### config.mk
export PLATFORM = sky130hd
export DESIGN_NAME = prefetch_aligner
export DESIGN_NICKNAME = d
export VERILOG_FILES = /design/src/rtl/prefetch_aligner.sv
export SDC_FILE = /design/constraint.sdc
export NUM_CORES = 1
export LEC_CHECK = 0
export BUFFER_PORTS_ARGS = -buffer_cell sky130_fd_sc_hd__buf_2
export CAP_MARGIN = 5
export CORE_ASPECT_RATIO = 1.5
export CORE_MARGIN = 3
export CORE_UTILIZATION = 45
export CTS_CLUSTER_DIAMETER = 30
export DETAILED_ROUTE_END_ITERATION = 12
export HOLD_SLACK_MARGIN = 0.12
export PLACE_DENSITY_LB_ADDON = 0.05
export RECOVER_POWER = 50
export SETUP_SLACK_MARGIN = 0.02
export SYNTH_ARGS = -nofsm -noshare
export SYNTH_HDL_FRONTEND = slang
export SYNTH_SLANG_ARGS = --single-unit
### constraint.sdc
create_clock -name clk -period 7.3 [get_ports clk]
set_input_delay 0.73 -clock clk [delete_from_list [all_inputs] [get_ports clk]]
set_output_delay 0.73 -clock clk [all_outputs]
set_load 0.005 [all_outputs]
### src/rtl/prefetch_aligner.sv
// prefetch_aligner: bounded-outstanding instruction prefetch FIFO with 16/32-bit RISC-V aligner
module prefetch_aligner #(
  parameter logic [31:0] PC_RESET = 32'h0,
  parameter int DEPTH = 4,
  parameter int NUM_REQS = 2
) (
  input  logic        clk,
  input  logic        rstn,
  output logic        instr_req_o,
  output logic [31:0] instr_addr_o,
  input  logic        instr_gnt_i,
  input  logic        instr_rvalid_i,
  input  logic [31:0] instr_rdata_i,
  input  logic        instr_err_i,
  input  logic        redirect_i,
  input  logic [31:0] redirect_pc_i,
  output logic        out_valid_o,
  input  logic        out_ready_i,
  output logic [31:0] out_instr_o,
  output logic [31:0] out_pc_o,
  output logic        out_compressed_o,
  output logic        out_err_o
);
  localparam int CW = $clog2(DEPTH + 1);
  localparam int OW = $clog2(NUM_REQS + 1);
  logic [32:0] mem [DEPTH];
  logic [CW-1:0] count, wr;
  logic [OW-1:0] outstanding, discard, inflight;
  logic [31:0] fetch_addr, out_pc, hold_addr, w0;
  logic [15:0] w1_lo;
  logic halted, hold, stale, gnt, push, pop, acc, hi, comp_raw, need1, e0, e1, err;
  // aligner view of the FIFO head, issue decision and handshake qualifiers
  always_comb begin
    w0 = mem[0][31:0];
    e0 = mem[0][32];
    w1_lo = mem[1][15:0];
    e1 = mem[1][32];
    hi = out_pc[1];
    comp_raw = hi ? (w0[17:16] != 2'b11) : (w0[1:0] != 2'b11);
    need1 = hi & ~comp_raw & ~e0;
    err = e0 | (need1 & e1);
    out_valid_o = ~halted & (count != '0) & (~need1 | (count > CW'(1)));
    out_err_o = out_valid_o & err;
    out_compressed_o = out_valid_o & comp_raw & ~err;
    out_instr_o = !out_valid_o ? 32'h0 :
                  hi ? (comp_raw ? {16'h0, w0[31:16]} : {w1_lo, w0[31:16]}) :
                       (comp_raw ? {16'h0, w0[15:0]} : w0);
    out_pc_o = out_pc;
    instr_req_o = rstn & (hold | (~halted & (32'(outstanding) - 32'(discard) + 32'(count) < DEPTH)
                                  & (32'(outstanding) < NUM_REQS)));
    instr_addr_o = hold ? hold_addr : fetch_addr;
    gnt = instr_req_o & instr_gnt_i;
    acc = out_valid_o & out_ready_i & ~redirect_i;
    pop = acc & (hi | ~out_compressed_o);
    push = instr_rvalid_i & ~redirect_i & (discard == '0);
    wr = count - CW'(pop);
    inflight = outstanding + OW'(gnt) - OW'(instr_rvalid_i);
  end
  // fetch pointers, request bookkeeping, FIFO and halt state
  always_ff @(posedge clk) begin
    if (!rstn) begin
      for (int i = 0; i < DEPTH; i++) mem[i] <= '0;
      count <= '0;
      outstanding <= '0;
      discard <= '0;
      fetch_addr <= PC_RESET & ~32'h3;
      hold_addr <= PC_RESET & ~32'h3;
      out_pc <= PC_RESET;
      halted <= 1'b0;
      hold <= 1'b0;
      stale <= 1'b0;
    end else begin
      hold <= instr_req_o & ~instr_gnt_i;
      hold_addr <= instr_addr_o;
      stale <= instr_req_o & ~instr_gnt_i & (redirect_i | stale);
      outstanding <= inflight;
      if (redirect_i) begin
        count <= '0;
        halted <= 1'b0;
        out_pc <= redirect_pc_i & ~32'h1;
        fetch_addr <= redirect_pc_i & ~32'h3;
        discard <= inflight;
      end else begin
        discard <= discard + OW'(gnt & stale) - OW'(instr_rvalid_i & (discard != '0));
        if (gnt && !stale) fetch_addr <= fetch_addr + 32'd4;
        if (acc) out_pc <= out_pc + (out_compressed_o ? 32'd2 : 32'd4);
        if (acc && out_err_o) halted <= 1'b1;
        count <= count + CW'(push) - CW'(pop);
        for (int i = 0; i < DEPTH - 1; i++) if (pop) mem[i] <= mem[i+1];
        for (int i = 0; i < DEPTH; i++) if (push && CW'(i) == wr) mem[i] <= {instr_err_i, instr_rdata_i};
      end
    end
  end
  assert property (@(posedge clk) disable iff (!rstn) !(push && !pop && 32'(count) == DEPTH));
endmodule

==> report_table.html, run 1 <==
<table>
<tr><th>Metric</th><th>Value</th></tr>
<tr><th colspan="2">Yosys</th></tr>
<tr><td>Gate count of the mapped netlist</td><td>1143</td></tr>
<tr><td>Share of synthesized registers carrying an async set or reset</td><td>0</td></tr>
<tr><td>Top_reg_cell synth</td><td>sky130_fd_sc_hd__edfxtp_1</td></tr>
<tr><td>Count of distinct cell types in the synthesized netlist</td><td>66</td></tr>
<tr><td>Number of flops mapped to enable cells by yosys</td><td>132</td></tr>
<tr><td>Yosys warning count</td><td>0</td></tr>
<tr><td>Mean Syn Cell Area</td><td>10.3 sq um</td></tr>
<tr><td>Seq cells post-synth</td><td>235</td></tr>
<tr><td>Synthesized net count</td><td>1232</td></tr>
<tr><td>Netlist area before placement</td><td>11700 sq um</td></tr>
<tr><td>Sequential cell area fraction in the yosys report</td><td>0.514</td></tr>
<tr><th colspan="2">Pwr</th></tr>
<tr><td>Leakage power total</td><td>5.48 nW</td></tr>
<tr><td>Max rail drop VDD</td><td>0.254 mV</td></tr>
<tr><td>Power density cells</td><td>293 nW/um^2</td></tr>
<tr><td>Total power</td><td>4.16 mW</td></tr>
<tr><th colspan="2">Detailed routing</th></tr>
<tr><td>Routed len/inst</td><td>19.5 microns</td></tr>
<tr><td>DRT antenna net count</td><td>0</td></tr>
<tr><td>Number of vias after detailed routing</td><td>9259</td></tr>
<tr><td>1st-iter DRT viols</td><td>410</td></tr>
<tr><td>Total wire length after detailed routing</td><td>32300 microns</td></tr>
<tr><td>First drt pass iteration count</td><td>5</td></tr>
<tr><td>Detailed-route DRC error count</td><td>0</td></tr>
<tr><td>Ratio of routed vias to standard cells</td><td>5.57</td></tr>
<tr><th colspan="2">Setup path</th></tr>
<tr><td>Worst Setup Path Type</td><td>flop to flop</td></tr>
<tr><td>Data arrival at the endpoint of the critical path</td><td>5.95 ns</td></tr>
<tr><td>Startpoint Class</td><td>flop</td></tr>
<tr><td>Biggest fanout along the worst timing path</td><td>32</td></tr>
<tr><td>Internal reg-to-reg setup slack</td><td>1.53 ns</td></tr>
<tr><td>Crit path required time</td><td>7.48 ns</td></tr>
<tr><td>Category of the worst setup path capture point</td><td>flop</td></tr>
<tr><td>Reg-to-reg startpoint</td><td>out_pc_o[1]$_SDFFE_PN0P_</td></tr>
<tr><td>Cell breakdown of the critical path</td><td>buf_4 &gt; nand3_1 &gt; o21ai_0 &gt; or4_1 &gt; inv_1 &gt; ha_1 &gt; or4b_1 &gt; a2111oi_4 &gt; ha_1 &gt; xnor2_1 &gt; nand2_1 &gt; or2_2 &gt; o21ai_0 &gt; buf_4</td></tr>
<tr><td>Slowest stage delay, CP</td><td>1.16 ns</td></tr>
<tr><td>End of the worst register-to-register path</td><td>mem[3][31]$_SDFFCE_PN0P_</td></tr>
<tr><td>CP max stage cell</td><td>sky130_fd_sc_hd__o21ai_0</td></tr>
<tr><td>Logic depth of the worst register-to-register path</td><td>14</td></tr>
<tr><th colspan="2">Min path</th></tr>
<tr><td>Hold Crit Depth</td><td>3</td></tr>
<tr><td>Critical hold path startpoint</td><td>redirect_pc_i[16]</td></tr>
<tr><td>End point of the most critical hold path</td><td>out_pc_o[16]$_SDFFE_PN0P_</td></tr>
<tr><td>Min-Delay Path Class</td><td>input pin to flop</td></tr>
<tr><th colspan="2">Job</th></tr>
<tr><td>MaxCap Viol Count</td><td>6</td></tr>
<tr><th colspan="2">Clock tree</th></tr>
<tr><td>Clock slew at the register clock pins of the worst setup and hold paths</td><td>0.04 ns</td></tr>
<tr><td>TritonCTS clock tree</td><td>yes</td></tr>
<tr><td>Number of sinks driven by the clock tree</td><td>235</td></tr>
<tr><td>TritonCTS Buffers</td><td>44</td></tr>
<tr><td>Clock insertion delay at the later pin of the skew report</td><td>0.53 ns</td></tr>
<tr><td>Total of hold buffers inserted after clock tree synthesis</td><td>0</td></tr>
<tr><td>Resized cells post-CTS</td><td>0</td></tr>
<tr><td>CTS H-tree depth</td><td>2</td></tr>
<tr><td>Clock Tree Root</td><td>sky130_fd_sc_hd__clkbuf_16</td></tr>
<tr><td>Bufs on Longest Clock Path</td><td>3</td></tr>
<tr><td># Post-CTS Setup Buffers</td><td>0</td></tr>
<tr><th colspan="2">Die</th></tr>
<tr><td>Standard-cell row count</td><td>71</td></tr>
<tr><td>Area of the placeable core</td><td>25400 sq um</td></tr>
<tr><td>Number of placed I/O pins</td><td>171</td></tr>
<tr><td>Die Y</td><td>204 microns</td></tr>
<tr><td>Die outline width</td><td>138 microns</td></tr>
<tr><td>Starting density of the core</td><td>0.462</td></tr>
<tr><td>Die area</td><td>28100 sq um</td></tr>
<tr><th colspan="2">STA</th></tr>
<tr><td>Slew at the pin with the worst max-slew slack</td><td>2.67 ns</td></tr>
<tr><td>Setup slack after layout</td><td>1.53 ns</td></tr>
<tr><td>Min Hold Slack</td><td>0.457 ns</td></tr>
<tr><td>Minimum period implied by the final worst setup slack</td><td>5.77 ns</td></tr>
<tr><td>Headroom to the max-slew limit</td><td>-0.778</td></tr>
<tr><td>Total Neg Setup Slack</td><td>0 ns</td></tr>
<tr><td>Unrepaired setup endpoints after global routing</td><td>no</td></tr>
<tr><td>Final count of pins violating max slew</td><td>202</td></tr>
<tr><td>Final-report setup violation count</td><td>0</td></tr>
<tr><td>Period utilization</td><td>0.791</td></tr>
<tr><td>Achievable clock frequency</td><td>173 MHz</td></tr>
<tr><td>Worst clock skew</td><td>0.0124 ns</td></tr>
<tr><td>Final hold violation count</td><td>0</td></tr>
<tr><th colspan="2">Final layout</th></tr>
<tr><td>Nets</td><td>1389</td></tr>
<tr><td>Area grow syn2layout</td><td>20.7%</td></tr>
<tr><td>Post-route cell area</td><td>14200 sq um</td></tr>
<tr><td>Final cell utilization of the core</td><td>0.557</td></tr>
<tr><td>Commonest non-fill, non-tap cell in the layout</td><td>sky130_fd_sc_hd__nand2_1</td></tr>
<tr><td>Fraction of layout cells with a size suffix above 1</td><td>0.166</td></tr>
<tr><td>Diode insertion count for antenna repair</td><td>0</td></tr>
<tr><td>Post-layout instance count excluding filler cells</td><td>1661</td></tr>
<tr><td>Commonest cells after routing, fill and taps aside</td><td>137 x sky130_fd_sc_hd__nand2_1, 132 x sky130_fd_sc_hd__edfxtp_1, 103 x sky130_fd_sc_hd__dfxtp_1</td></tr>
<tr><th colspan="2">Placed design</th></tr>
<tr><td>Number of cells after detailed placement</td><td>1582</td></tr>
<tr><td>Instance area after placement</td><td>12800 sq um</td></tr>
<tr><td>Post-placement setup slack</td><td>2.19 ns</td></tr>
<tr><td>HPWL after detailed placement</td><td>22100 microns</td></tr>
<tr><td>IO Port Bufs</td><td>168</td></tr>
<tr><td>Global placer's final weighted congestion</td><td>0.838</td></tr>
<tr><th colspan="2">GRT</th></tr>
<tr><td>Initial antenna violation count</td><td>1</td></tr>
<tr><td>Maximum number of pins on one net before global-route repair</td><td>73</td></tr>
<tr><td>Tot GR Track Use</td><td>0.228</td></tr>
<tr><td>Remaining global-route overflow</td><td>0</td></tr>
<tr><td>Vias in the first global route</td><td>9106</td></tr>
<tr><td>First-pass GRT wire length</td><td>49800 microns</td></tr>
<tr><th colspan="2">Run status</th></tr>
<tr><td>Violations in the final reports</td><td>max-capacitance violations, max-slew violations</td></tr>
<tr><td>Result of the run</td><td>finished with violations</td></tr>
</table>
==> logic make-up (layout without fill, tap and decap cells) <==
family,after synthesis,count (layout),share of synthesized area
AND/OR/NAND/NOR,439,439,0.189
AO/OA/AOI/OAI,235,235,0.138
flip-flops,235,235,0.514
buffers and inverters,98,288,0.0367
multiplexers,97,97,0.0858
XOR/XNOR,20,20,0.0149
adder cells (fa/ha/maj),18,18,0.0211
other,1,1,0.000320
==> critical path: cells and delay by family (launching register included) <==
family                     cells  cell delay, ns
adders and majority gates      2            0.44
and+or+nand+nor                5            1.38
buffers and inverters          3            1.16
xor gates and xnor gates       1            0.16
AOI/OAI and AO/OA              3            1.80
DFF                            1            0.46
==> report_power, final <==
part / switching, mW / internal, mW / leakage, nW
clock: 0.651 / 1.37 / 0.744
sequential: 0.0988 / 1.51 / 2.22
combinational: 0.311 / 0.208 / 2.52
total: 1.06 / 3.09 / 5.48
==> sequential cells by signal, indices dropped and copies added (netlist names), 2 cells and up <==
register     flops
fetch_addr      30
hold_addr       32
discard          2
outstanding      2
mem            132
count            3
out_pc_o        31
==> cell usage after synthesis, types with 4 or more instances <==
master | number | share of area
sky130_fd_sc_hd__nand2b_1 | 6 | 0.0032
sky130_fd_sc_hd__a21oi_1 | 21 | 0.0090
sky130_fd_sc_hd__buf_4 | 5 | 0.0032
sky130_fd_sc_hd__nor4b_1 | 4 | 0.0030
sky130_fd_sc_hd__nor4_1 | 13 | 0.0069
sky130_fd_sc_hd__and3_1 | 6 | 0.0032
sky130_fd_sc_hd__buf_2 | 11 | 0.0047
sky130_fd_sc_hd__and4_1 | 4 | 0.0030
sky130_fd_sc_hd__xor2_1 | 12 | 0.0090
sky130_fd_sc_hd__nand4_1 | 16 | 0.0085
sky130_fd_sc_hd__mux2i_1 | 69 | 0.059
sky130_fd_sc_hd__nor3_1 | 13 | 0.0055
sky130_fd_sc_hd__buf_6 | 4 | 0.0038
sky130_fd_sc_hd__mux2_2 | 28 | 0.027
sky130_fd_sc_hd__a211o_1 | 4 | 0.0030
sky130_fd_sc_hd__ha_1 | 15 | 0.016
sky130_fd_sc_hd__nand2_1 | 137 | 0.044
sky130_fd_sc_hd__o2111ai_1 | 4 | 0.0030
sky130_fd_sc_hd__o21a_1 | 6 | 0.0038
sky130_fd_sc_hd__o31ai_1 | 18 | 0.012
sky130_fd_sc_hd__o21ai_0 | 47 | 0.020
sky130_fd_sc_hd__or3_1 | 13 | 0.0069
sky130_fd_sc_hd__edfxtp_1 | 132 | 0.34
sky130_fd_sc_hd__nor2_1 | 96 | 0.031
sky130_fd_sc_hd__o311ai_0 | 5 | 0.0037
sky130_fd_sc_hd__clkbuf_1 | 55 | 0.018
sky130_fd_sc_hd__and2_1 | 69 | 0.037
sky130_fd_sc_hd__a211oi_1 | 5 | 0.0032
sky130_fd_sc_hd__o21ai_1 | 30 | 0.013
sky130_fd_sc_hd__xnor2_1 | 8 | 0.0060
sky130_fd_sc_hd__dfxtp_1 | 103 | 0.18
sky130_fd_sc_hd__o211ai_1 | 7 | 0.0045
sky130_fd_sc_hd__o31a_1 | 11 | 0.0082
sky130_fd_sc_hd__or4_1 | 18 | 0.012
sky130_fd_sc_hd__o311a_1 | 5 | 0.0043
sky130_fd_sc_hd__inv_1 | 19 | 0.0061
sky130_fd_sc_hd__a31oi_1 | 26 | 0.014
sky130_fd_sc_hd__o2bb2ai_1 | 33 | 0.025
sky130_fd_sc_hd__nand3_1 | 24 | 0.010
==> how the worst max path moves through the flow <==
| stage | startpoint | endpoint | slack, ns | depth (start not counted) |
|---|---|---|---|---|
| after global placement | out_pc_o[1]$_SDFFE_PN0P_ | mem[1][31]$_SDFFCE_PP0P_ | 2.20 | 15 |
| after CTS | out_pc_o[1]$_SDFFE_PN0P_ | mem[1][31]$_SDFFCE_PP0P_ | 2.18 | 15 |
| after detailed placement | out_pc_o[1]$_SDFFE_PN0P_ | mem[1][29]$_SDFFCE_PP0P_ | 2.19 | 15 |
| after floorplan | count[1]$_SDFF_PP0_ | mem[3][0]$_SDFFCE_PN0P_ | 1.23 | 13 |
| final | out_pc_o[1]$_SDFFE_PN0P_ | mem[3][31]$_SDFFCE_PN0P_ | 1.53 | 14 |
| after global routing | out_pc_o[1]$_SDFFE_PN0P_ | mem[3][31]$_SDFFCE_PN0P_ | 1.10 | 14 |
==> metal layers <==
metal  wire length (microns)  vias up  GRT usage
met5                       7        -          0
met4                    1330        2      0.104
met3                    1520       63     0.0365
met2                   16600      252      0.409
met1                   12900     4404      0.263
li1                        -     4538          -
==> cell type report <==
cell class | instances | area, sq um
inverters | 20 | 75.1
well taps | 328 | 410
flip-flops and latches | 235 | 6030
repair buffers | 189 | 896
clock buffers | 59 | 1260
multi-input cells | 810 | 5260
clock inverters | 20 | 233
fillers | 2351 | 11200
(Power assumes the default switching activity.)
==> run 2: changes to the inputs <==
Settings changed: ABC_AREA set to 1.
Clock period 7.3 ns to 4.8 ns, I/O delays scaled along.
==> run 2 against run 1 <==
  * The run still ends with max-capacitance violations, max-slew violations left
  * Largest cell class unchanged
  * Power up 61%
  * Setup slack worse by 1.0 ns
  * First-iteration DRC count up 86%
  * Wire length up 23%
  * Sequential share of layout area down 3.9 points
==> report_table.html, run 2 <==
<table>
<tr><th>Metric</th><th>Value</th></tr>
<tr><th colspan="2">Yosys</th></tr>
<tr><td>Post-synthesis cell type with the largest combined area</td><td>sky130_fd_sc_hd__edfxtp_1</td></tr>
<tr><td>Mean Syn Cell Area</td><td>7.23 sq um</td></tr>
<tr><td>Top_reg_cell synth</td><td>sky130_fd_sc_hd__edfxtp_1</td></tr>
<tr><td>Share of synthesized registers carrying an async set or reset</td><td>0</td></tr>
<tr><td>Synthesized net count</td><td>1886</td></tr>
<tr><td>Count of distinct cell types in the synthesized netlist</td><td>40</td></tr>
<tr><td>Cell with the most instances after synthesis</td><td>sky130_fd_sc_hd__nand2_1</td></tr>
<tr><td>Gate count of the mapped netlist</td><td>1797</td></tr>
<tr><td>Number of flops mapped to enable cells by yosys</td><td>132</td></tr>
<tr><td>Leading cell types by total area after synthesis</td><td>sky130_fd_sc_hd__edfxtp_1 31%, sky130_fd_sc_hd__nand2_1 19%, sky130_fd_sc_hd__dfxtp_1 16%</td></tr>
<tr><td>Top cells by count, synth</td><td>645 x sky130_fd_sc_hd__nand2_1, 185 x sky130_fd_sc_hd__inv_1, 179 x sky130_fd_sc_hd__nor2_1</td></tr>
<tr><td>Sequential cell area fraction in the yosys report</td><td>0.464</td></tr>
<tr><td>Seq cells post-synth</td><td>235</td></tr>
<tr><td>Fraction of post-synthesis cell area in the top cell type by area</td><td>0.305</td></tr>
<tr><td>Yosys warning count</td><td>0</td></tr>
<tr><td>Netlist area before placement</td><td>13000 sq um</td></tr>
<tr><th colspan="2">Detailed routing</th></tr>
<tr><td>Ratio of routed vias to standard cells</td><td>5.05</td></tr>
<tr><td>Number of vias after detailed routing</td><td>11.9k</td></tr>
<tr><td>First drt pass iteration count</td><td>5</td></tr>
<tr><td>1st-iter DRT viols</td><td>764</td></tr>
<tr><td>Total wire length after detailed routing</td><td>39700 microns</td></tr>
<tr><td>Detailed-route DRC error count</td><td>0</td></tr>
<tr><td>DRT antenna net count</td><td>0</td></tr>
<tr><td>Routed len/inst</td><td>16.8 microns</td></tr>
<tr><th colspan="2">Final layout</th></tr>
<tr><td>Register with the most flip-flops</td><td>mem</td></tr>
<tr><td>Commonest cells after routing, fill and taps aside</td><td>645 x sky130_fd_sc_hd__nand2_1, 185 x sky130_fd_sc_hd__inv_1, 180 x sky130_fd_sc_hd__nor2_1</td></tr>
<tr><td>Number of filler instances in the final layout</td><td>2790</td></tr>
<tr><td>Fraction of layout cells with a size suffix above 1</td><td>0.119</td></tr>
<tr><td>Area grow syn2layout</td><td>20.0%</td></tr>
<tr><td>Nets</td><td>2030</td></tr>
<tr><td>Commonest non-fill, non-tap cell in the layout</td><td>sky130_fd_sc_hd__nand2_1</td></tr>
<tr><td>Area used by multi-input combinational logic</td><td>5820 sq um</td></tr>
<tr><td>Diode insertion count for antenna repair</td><td>0</td></tr>
<tr><td>Largest register FFs</td><td>132</td></tr>
<tr><td>Register area</td><td>6030 sq um</td></tr>
<tr><th colspan="2">Clock tree</th></tr>
<tr><td>CTS H-tree depth</td><td>2</td></tr>
<tr><td>Bufs on Longest Clock Path</td><td>3</td></tr>
<tr><td>Resized cells post-CTS</td><td>0</td></tr>
<tr><td>Number of sinks driven by the clock tree</td><td>235</td></tr>
<tr><td>TritonCTS clock tree</td><td>yes</td></tr>
<tr><td>Clock insertion delay at the later pin of the skew report</td><td>0.56 ns</td></tr>
<tr><td># Post-CTS Setup Buffers</td><td>0</td></tr>
<tr><td>Clock Tree Root</td><td>sky130_fd_sc_hd__clkbuf_16</td></tr>
<tr><td>TritonCTS Buffers</td><td>48</td></tr>
<tr><td>Clock slew at the register clock pins of the worst setup and hold paths</td><td>0.05 ns</td></tr>
<tr><td>Total of hold buffers inserted after clock tree synthesis</td><td>0</td></tr>
<tr><th colspan="2">Run status</th></tr>
<tr><td>Result of the run</td><td>finished with violations</td></tr>
<tr><td>Violations in the final reports</td><td>max-capacitance violations, max-slew violations</td></tr>
<tr><th colspan="2">Job</th></tr>
<tr><td>MaxCap Viol Count</td><td>2</td></tr>
<tr><th colspan="2">Die</th></tr>
<tr><td>Standard-cell row count</td><td>75</td></tr>
<tr><td>Starting density of the core</td><td>0.460</td></tr>
<tr><td>Area of the placeable core</td><td>28200 sq um</td></tr>
<tr><td>Die outline width</td><td>145 microns</td></tr>
<tr><td>Die area</td><td>31000 sq um</td></tr>
<tr><td>Number of placed I/O pins</td><td>171</td></tr>
<tr><td>Die Y</td><td>214 microns</td></tr>
<tr><th colspan="2">Pwr</th></tr>
<tr><td>Relative contribution of combinational cells to total power</td><td>0.141</td></tr>
<tr><td>Switching share of total power</td><td>0.287</td></tr>
<tr><td>Part of the total power dissipated in sequential elements</td><td>0.366</td></tr>
<tr><td>Leakage power total</td><td>7.50 nW</td></tr>
<tr><td>Power density cells</td><td>429 nW/um^2</td></tr>
<tr><td>Psw</td><td>1.92 mW</td></tr>
<tr><td>Clock Power Share</td><td>0.493</td></tr>
<tr><td>Max rail drop VDD</td><td>0.283 mV</td></tr>
<tr><td>Internal power contribution</td><td>4.77 mW</td></tr>
<tr><th colspan="2">Setup path</th></tr>
<tr><td>Category of the worst setup path capture point</td><td>flop</td></tr>
<tr><td>Biggest fanout along the worst timing path</td><td>34</td></tr>
<tr><td>Data arrival at the endpoint of the critical path</td><td>4.45 ns</td></tr>
<tr><td>Crit path required time</td><td>4.99 ns</td></tr>
<tr><td>Internal reg-to-reg setup slack</td><td>0.53 ns</td></tr>
<tr><td>Startpoint Class</td><td>flop</td></tr>
<tr><td>Worst Setup Path Type</td><td>flop to flop</td></tr>
<tr><th colspan="2">STA</th></tr>
<tr><td>Final hold violation count</td><td>0</td></tr>
<tr><td>Minimum period implied by the final worst setup slack</td><td>4.27 ns</td></tr>
<tr><td>Setup slack after layout</td><td>0.531 ns</td></tr>
<tr><td>Final count of pins violating max slew</td><td>108</td></tr>
<tr><td>Final-report setup violation count</td><td>0</td></tr>
<tr><td>Unrepaired setup endpoints after global routing</td><td>no</td></tr>
<tr><td>Total Neg Setup Slack</td><td>0 ns</td></tr>
<tr><td>Worst clock skew</td><td>0.0220 ns</td></tr>
<tr><td>Achievable clock frequency</td><td>234 MHz</td></tr>
<tr><td>Period utilization</td><td>0.889</td></tr>
<tr><td>Slew at the pin with the worst max-slew slack</td><td>3.43 ns</td></tr>
<tr><td>Headroom to the max-slew limit</td><td>-1.29</td></tr>
<tr><th colspan="2">GRT</th></tr>
<tr><td>Vias in the first global route</td><td>11.7k</td></tr>
<tr><td>Maximum number of pins on one net before global-route repair</td><td>70</td></tr>
<tr><td>Initial antenna violation count</td><td>0</td></tr>
<tr><td>First-pass GRT wire length</td><td>62000 microns</td></tr>
<tr><td>Tot GR Track Use</td><td>0.255</td></tr>
<tr><td>Remaining global-route overflow</td><td>0</td></tr>
<tr><th colspan="2">Placed design</th></tr>
<tr><td>HPWL after detailed placement</td><td>27400 microns</td></tr>
<tr><td>Global placer's final weighted congestion</td><td>0.901</td></tr>
<tr><td>Post-placement setup slack</td><td>0.467 ns</td></tr>
<tr><td>IO Port Bufs</td><td>168</td></tr>
<tr><th colspan="2">Min path</th></tr>
<tr><td>Min-Delay Path Class</td><td>input pin to flop</td></tr>
</table>
run 2: cell count changes in the layout (fill, tap and decap cells not counted), moves of 16 or more:
| cell | change |
|---|---|
| sky130_fd_sc_hd__and2_0 | -16 |
| sky130_fd_sc_hd__nand2_1 | +508 |
| sky130_fd_sc_hd__or4_1 | -18 |
| sky130_fd_sc_hd__nand3_1 | +123 |
| sky130_fd_sc_hd__mux2_2 | -24 |
| sky130_fd_sc_hd__buf_2 | +23 |
| sky130_fd_sc_hd__a21oi_1 | +80 |
| sky130_fd_sc_hd__clkbuf_1 | -23 |
| sky130_fd_sc_hd__and2_1 | -52 |
| sky130_fd_sc_hd__inv_1 | +166 |
| sky130_fd_sc_hd__o21ai_1 | -29 |
| sky130_fd_sc_hd__mux2i_1 | -69 |
| sky130_fd_sc_hd__nor2_1 | +84 |
| sky130_fd_sc_hd__o2bb2ai_1 | -33 |
run 2: worst max-delay path: stages, from the launching register on:
cell and delay (ns):
sky130_fd_sc_hd__dfxtp_1 0.47, sky130_fd_sc_hd__nand2_1 0.10, sky130_fd_sc_hd__nand2_1 0.10, sky130_fd_sc_hd__nor2_1 0.09, sky130_fd_sc_hd__nor3_1 0.37, sky130_fd_sc_hd__ha_1 0.24, sky130_fd_sc_hd__inv_1 0.07, sky130_fd_sc_hd__nand3_1 0.14
sky130_fd_sc_hd__inv_1 0.06, sky130_fd_sc_hd__ha_1 0.28, sky130_fd_sc_hd__nand2_1 0.08, sky130_fd_sc_hd__nor3_4 0.31, sky130_fd_sc_hd__buf_4 0.39, sky130_fd_sc_hd__nand2_2 0.52, sky130_fd_sc_hd__nand3_1 0.21, sky130_fd_sc_hd__buf_4 0.44
run 2: path summary, 6_finish.rpt:
kind,startpoint,to,cells after the start
min,instr_gnt_i,hold$_SDFF_PN0_,2
max,out_pc_o[1]$_SDFFE_PN0P_,mem[0][15]$_DFFE_PP_,15
max reg2reg,out_pc_o[1]$_SDFFE_PN0P_,mem[0][15]$_DFFE_PP_,15
min reg2reg,hold_addr[0]$_SDFF_PN0_,hold_addr[0]$_SDFF_PN0_,2
run 2: power by group through the flow:
| stage | clock network, mW | logic [mW] | registers, mW |
|---|---|---|---|
| finish | 3.29 | 0.943 | 2.45 |
| global route | 3.44 | 1.08 | 2.47 |
| CTS | 3.35 | 0.974 | 2.45 |
| detailed placement | 0 | 0.969 | 2.48 |
| global placement | 0 | 0.957 | 2.48 |
| floorplan | 0 | 0.665 | 2.43 |
run 2: cell families after synthesis:
group | share of synthesized area
flip-flops | 0.464
buffers and inverters | 0.0878
AO/OA/AOI/OAI | 0.0732
adder cells (fa/ha/maj) | 0.0191
other | 0.000289
AND/OR/NAND/NOR | 0.326
XOR/XNOR | 0.0297
run 2: final cells by class:
class / instances / share of cell area
clock buffers: 58 / 0.0833
clock inverters: 30 / 0.0201
inverters: 191 / 0.0460
multi-input cells: 1275 / 0.373
flip-flops and latches: 235 / 0.387
well taps: 385 / 0.0309
repair buffers: 190 / 0.0596
run 2: metrics by stage:
stage / utilization / cells / hold slack [ns] / power, mW / area [sq um]
2_1_floorplan: - / 1797 / 0.426 / 3.09 / 13000
3_3_place_gp: 0.499 / 2276 / 0.437 / 3.44 / 14100
3_5_place_dp: 0.499 / 2276 / 0.448 / 3.45 / 14100
4_1_cts: 0.556 / 2364 / 0.121 / 6.77 / 15700
5_1_grt: 0.552 / 2364 / 0.138 / 6.99 / 15600
6_report: 0.552 / 2364 / 0.142 / 6.68 / 15600
run 2: routing by layer:
layer,share of wire,track usage,up-vias
met4,0.054,0.124,0
met3,0.041,0.0357,111
met5,0,0,-
li1,-,-,6048
met1,0.37,0.279,5459
met2,0.53,0.470,310
==> run 3: changes to the inputs <==
Clock period 4.8 ns to 5.37 ns, I/O delays scaled along.
==> run 3 against run 2 <==
  * The run still ends with max-capacitance violations, max-slew violations left
  * First-iteration DRC count fell by 25%
  * Power fell by 13%
  * Non-clock buffer count fell by 2
  * Critical path depth rose by 3
  * Utilization fell by 0.50 points
  * Count of clock-buffer cells in the layout fell by 11
  * Global-route usage fell by 0.47 points
  * Largest cell class unchanged
  * Highest routed layer unchanged
==> report_table.html, run 3 (synthesis gave the netlist of run 2 again) <==
<table>
<tr><th>Metric</th><th>Value</th></tr>
<tr><th colspan="2">GRT</th></tr>
<tr><td>Met2 Use GR</td><td>0.462</td></tr>
<tr><td>Maximum number of pins on one net before global-route repair</td><td>69</td></tr>
<tr><td>Vias in the first global route</td><td>11.4k</td></tr>
<tr><td>Remaining global-route overflow</td><td>0</td></tr>
<tr><td>First-pass GRT wire length</td><td>60800 microns</td></tr>
<tr><td>GRT met1 Usage</td><td>0.273</td></tr>
<tr><td>Met3 Resource Use GR</td><td>0.0337</td></tr>
<tr><td>Initial antenna violation count</td><td>0</td></tr>
<tr><td>Routing layer with the top usage in global route</td><td>met2</td></tr>
<tr><td>Tot GR Track Use</td><td>0.250</td></tr>
<tr><th colspan="2">Detailed routing</th></tr>
<tr><td>Detailed-route DRC error count</td><td>0</td></tr>
<tr><td>Total wire length after detailed routing</td><td>39300 microns</td></tr>
<tr><td>DRT antenna net count</td><td>0</td></tr>
<tr><td>Routed len/inst</td><td>16.7 microns</td></tr>
<tr><td>First drt pass iteration count</td><td>5</td></tr>
<tr><td>Number of vias after detailed routing</td><td>11.9k</td></tr>
<tr><td>1st-iter DRT viols</td><td>576</td></tr>
<tr><td>Ratio of routed vias to standard cells</td><td>5.07</td></tr>
<tr><th colspan="2">STA</th></tr>
<tr><td>Final hold violation count</td><td>0</td></tr>
<tr><td>Setup slack after layout</td><td>1.19 ns</td></tr>
<tr><td>Headroom to the max-slew limit</td><td>-1.17</td></tr>
<tr><td>Unrepaired setup endpoints after global routing</td><td>no</td></tr>
<tr><td>Worst clock skew</td><td>0.0190 ns</td></tr>
<tr><td>Total Neg Setup Slack</td><td>0 ns</td></tr>
<tr><td>Period utilization</td><td>0.779</td></tr>
<tr><td>Slew at the pin with the worst max-slew slack</td><td>3.26 ns</td></tr>
<tr><td>Achievable clock frequency</td><td>239 MHz</td></tr>
<tr><td>Final count of pins violating max slew</td><td>108</td></tr>
<tr><td>Final-report setup violation count</td><td>0</td></tr>
<tr><td>Minimum period implied by the final worst setup slack</td><td>4.18 ns</td></tr>
<tr><th colspan="2">Setup path</th></tr>
<tr><td>Startpoint Class</td><td>flop</td></tr>
<tr><td>Worst Setup Path Type</td><td>flop to flop</td></tr>
<tr><td>Crit path required time</td><td>5.64 ns</td></tr>
<tr><td>Biggest fanout along the worst timing path</td><td>55</td></tr>
<tr><td>Reg-to-reg startpoint</td><td>count[0]$_SDFF_PP0_</td></tr>
<tr><td>Category of the worst setup path capture point</td><td>flop</td></tr>
<tr><td>Data arrival at the endpoint of the critical path</td><td>4.46 ns</td></tr>
<tr><td>Start point of the critical path</td><td>count[0]$_SDFF_PP0_</td></tr>
<tr><th colspan="2">Die</th></tr>
<tr><td>Standard-cell row count</td><td>75</td></tr>
<tr><td>Die outline width</td><td>145 microns</td></tr>
<tr><td>Starting density of the core</td><td>0.460</td></tr>
<tr><td>Area of the placeable core</td><td>28200 sq um</td></tr>
<tr><td>Number of placed I/O pins</td><td>171</td></tr>
<tr><td>Die Y</td><td>214 microns</td></tr>
<tr><td>Die area</td><td>31000 sq um</td></tr>
<tr><th colspan="2">Placed design</th></tr>
<tr><td>IO Port Bufs</td><td>168</td></tr>
<tr><td>HPWL after detailed placement</td><td>27200 microns</td></tr>
<tr><td>Number of cells after detailed placement</td><td>2274</td></tr>
<tr><td>Post-placement setup slack</td><td>1.32 ns</td></tr>
<tr><td>Instance area after placement</td><td>14100 sq um</td></tr>
<tr><td>Global placer's final weighted congestion</td><td>0.901</td></tr>
<tr><th colspan="2">Pwr</th></tr>
<tr><td>Relative contribution of combinational cells to total power</td><td>0.146</td></tr>
<tr><td>Max rail drop VDD</td><td>0.306 mV</td></tr>
<tr><td>Power density cells</td><td>375 nW/um^2</td></tr>
<tr><td>Part of the total power dissipated in sequential elements</td><td>0.377</td></tr>
<tr><td>Internal power contribution</td><td>4.15 mW</td></tr>
<tr><td>Psw</td><td>1.64 mW</td></tr>
<tr><td>Clock Power Share</td><td>0.477</td></tr>
<tr><td>Leakage power total</td><td>7.36 nW</td></tr>
<tr><td>Switching share of total power</td><td>0.284</td></tr>
<tr><th colspan="2">Run status</th></tr>
<tr><td>Violations in the final reports</td><td>max-capacitance violations, max-slew violations</td></tr>
<tr><td>Result of the run</td><td>finished with violations</td></tr>
<tr><th colspan="2">Final layout</th></tr>
<tr><td>Fraction of layout cells with a size suffix above 1</td><td>0.108</td></tr>
<tr><td>Commonest non-fill, non-tap cell in the layout</td><td>sky130_fd_sc_hd__nand2_1</td></tr>
<tr><td>Register with the most flip-flops</td><td>mem</td></tr>
<tr><td>Final cell utilization of the core</td><td>0.547</td></tr>
<tr><td>Post-route cell area</td><td>15400 sq um</td></tr>
<tr><td>Post-layout instance count excluding filler cells</td><td>2351</td></tr>
<tr><td>Diode insertion count for antenna repair</td><td>0</td></tr>
<tr><td>Nets</td><td>2022</td></tr>
<tr><td>Largest register FFs</td><td>132</td></tr>
<tr><td>Commonest cells after routing, fill and taps aside</td><td>645 x sky130_fd_sc_hd__nand2_1, 186 x sky130_fd_sc_hd__inv_1, 180 x sky130_fd_sc_hd__nor2_1</td></tr>
<tr><td>Area grow syn2layout</td><td>18.9%</td></tr>
<tr><td>Number of filler instances in the final layout</td><td>2775</td></tr>
<tr><th colspan="2">Clock tree</th></tr>
<tr><td>TritonCTS Buffers</td><td>42</td></tr>
<tr><td>CTS H-tree depth</td><td>2</td></tr>
<tr><td>Number of sinks driven by the clock tree</td><td>235</td></tr>
<tr><td>Clock Tree Root</td><td>sky130_fd_sc_hd__clkbuf_16</td></tr>
<tr><td>Clock slew at the register clock pins of the worst setup and hold paths</td><td>0.05 ns</td></tr>
<tr><td># Post-CTS Setup Buffers</td><td>0</td></tr>
<tr><td>Bufs on Longest Clock Path</td><td>3</td></tr>
<tr><td>TritonCTS clock tree</td><td>yes</td></tr>
<tr><td>Resized cells post-CTS</td><td>0</td></tr>
<tr><td>Clock insertion delay at the later pin of the skew report</td><td>0.53 ns</td></tr>
<tr><td>Total of hold buffers inserted after clock tree synthesis</td><td>0</td></tr>
<tr><th colspan="2">Job</th></tr>
<tr><td>MaxCap Viol Count</td><td>2</td></tr>
<tr><th colspan="2">Min path</th></tr>
<tr><td>Critical hold path startpoint</td><td>instr_gnt_i</td></tr>
<tr><td>Min-Delay Path Class</td><td>input pin to flop</td></tr>
</table>
[run 3: cell types whose count changed in the layout (fill, tap and decap cells not counted), moves of 3 or more]
cell,change
sky130_fd_sc_hd__buf_2,-18
sky130_fd_sc_hd__clkbuf_1,+11
sky130_fd_sc_hd__clkbuf_16,-5
sky130_fd_sc_hd__clkbuf_8,-3
sky130_fd_sc_hd__clkinv_2,-5
[run 3: area by class of cell]
| class | count | area [sq um] | share of cell area |
|---|---|---|---|
| Sequential cell | 235 | 6030 | 0.390 |
| Multi-Input combinational cell | 1275 | 5830 | 0.377 |
| Clock buffer | 47 | 1120 | 0.0726 |
| Timing Repair Buffer | 188 | 908 | 0.0588 |
| Inverter | 191 | 717 | 0.0464 |
| Tap cell | 385 | 482 | 0.0312 |
| Clock inverter | 30 | 363 | 0.0235 |
[run 3: layer usage]
layer  wire length, microns  vias to the layer above
li1                       -                     6030
met1                  14600                     5429
met2                  20900                      348
met3                   1780                      107
met4                   2020                        0
met5                      0                        -
[run 3: final timing paths]
check / cells past startpoint / slack [ns] / endpoint
worst min register to register: 2 / 0.45 / hold_addr[0]$_SDFF_PN0_
worst max-delay path: 18 / 1.19 / mem[0][20]$_DFFE_PP_
worst min-delay path: 2 / 0.23 / hold$_SDFF_PN0_
worst max register to register: 18 / 1.19 / mem[0][20]$_DFFE_PP_
[run 3: stage by stage]
step / power, mW / hold slack [ns]
2_1_floorplan: 2.76 / 0.426
3_3_place_gp: 3.07 / 0.438
3_5_place_dp: 3.08 / 0.445
4_1_cts: 5.87 / 0.207
5_1_grt: 6.06 / 0.222
6_report: 5.79 / 0.228
[run 3: critical path, stage by stage (launching register included)]
cell                       delay [ns]
sky130_fd_sc_hd__dfxtp_1         0.44
sky130_fd_sc_hd__inv_1           0.14
sky130_fd_sc_hd__a21oi_1         0.28
sky130_fd_sc_hd__clkinv_1        0.14
sky130_fd_sc_hd__nor3_1          0.39
sky130_fd_sc_hd__ha_1            0.24
sky130_fd_sc_hd__inv_1           0.09
sky130_fd_sc_hd__nand3_1         0.13
sky130_fd_sc_hd__inv_1           0.06
sky130_fd_sc_hd__ha_1            0.18
sky130_fd_sc_hd__xor2_1          0.28
sky130_fd_sc_hd__nor3_1          0.09
sky130_fd_sc_hd__inv_1           0.10
sky130_fd_sc_hd__nor2_1          0.07
sky130_fd_sc_hd__nand3_1         0.15
sky130_fd_sc_hd__nand3_4         0.52
sky130_fd_sc_hd__buf_12          0.43
sky130_fd_sc_hd__nand2_1         0.08
sky130_fd_sc_hd__nand2_1         0.05
[run 3: power groups by stage]
| stage | registers [mW] | logic, mW | clock network, mW |
|---|---|---|---|
| after floorplan | 2.17 | 0.594 | 0 |
| after global placement | 2.21 | 0.853 | 0 |
| after detailed placement | 2.22 | 0.866 | 0 |
| after CTS | 2.18 | 0.871 | 2.82 |
| after global routing | 2.20 | 0.967 | 2.89 |
| final | 2.18 | 0.846 | 2.76 |
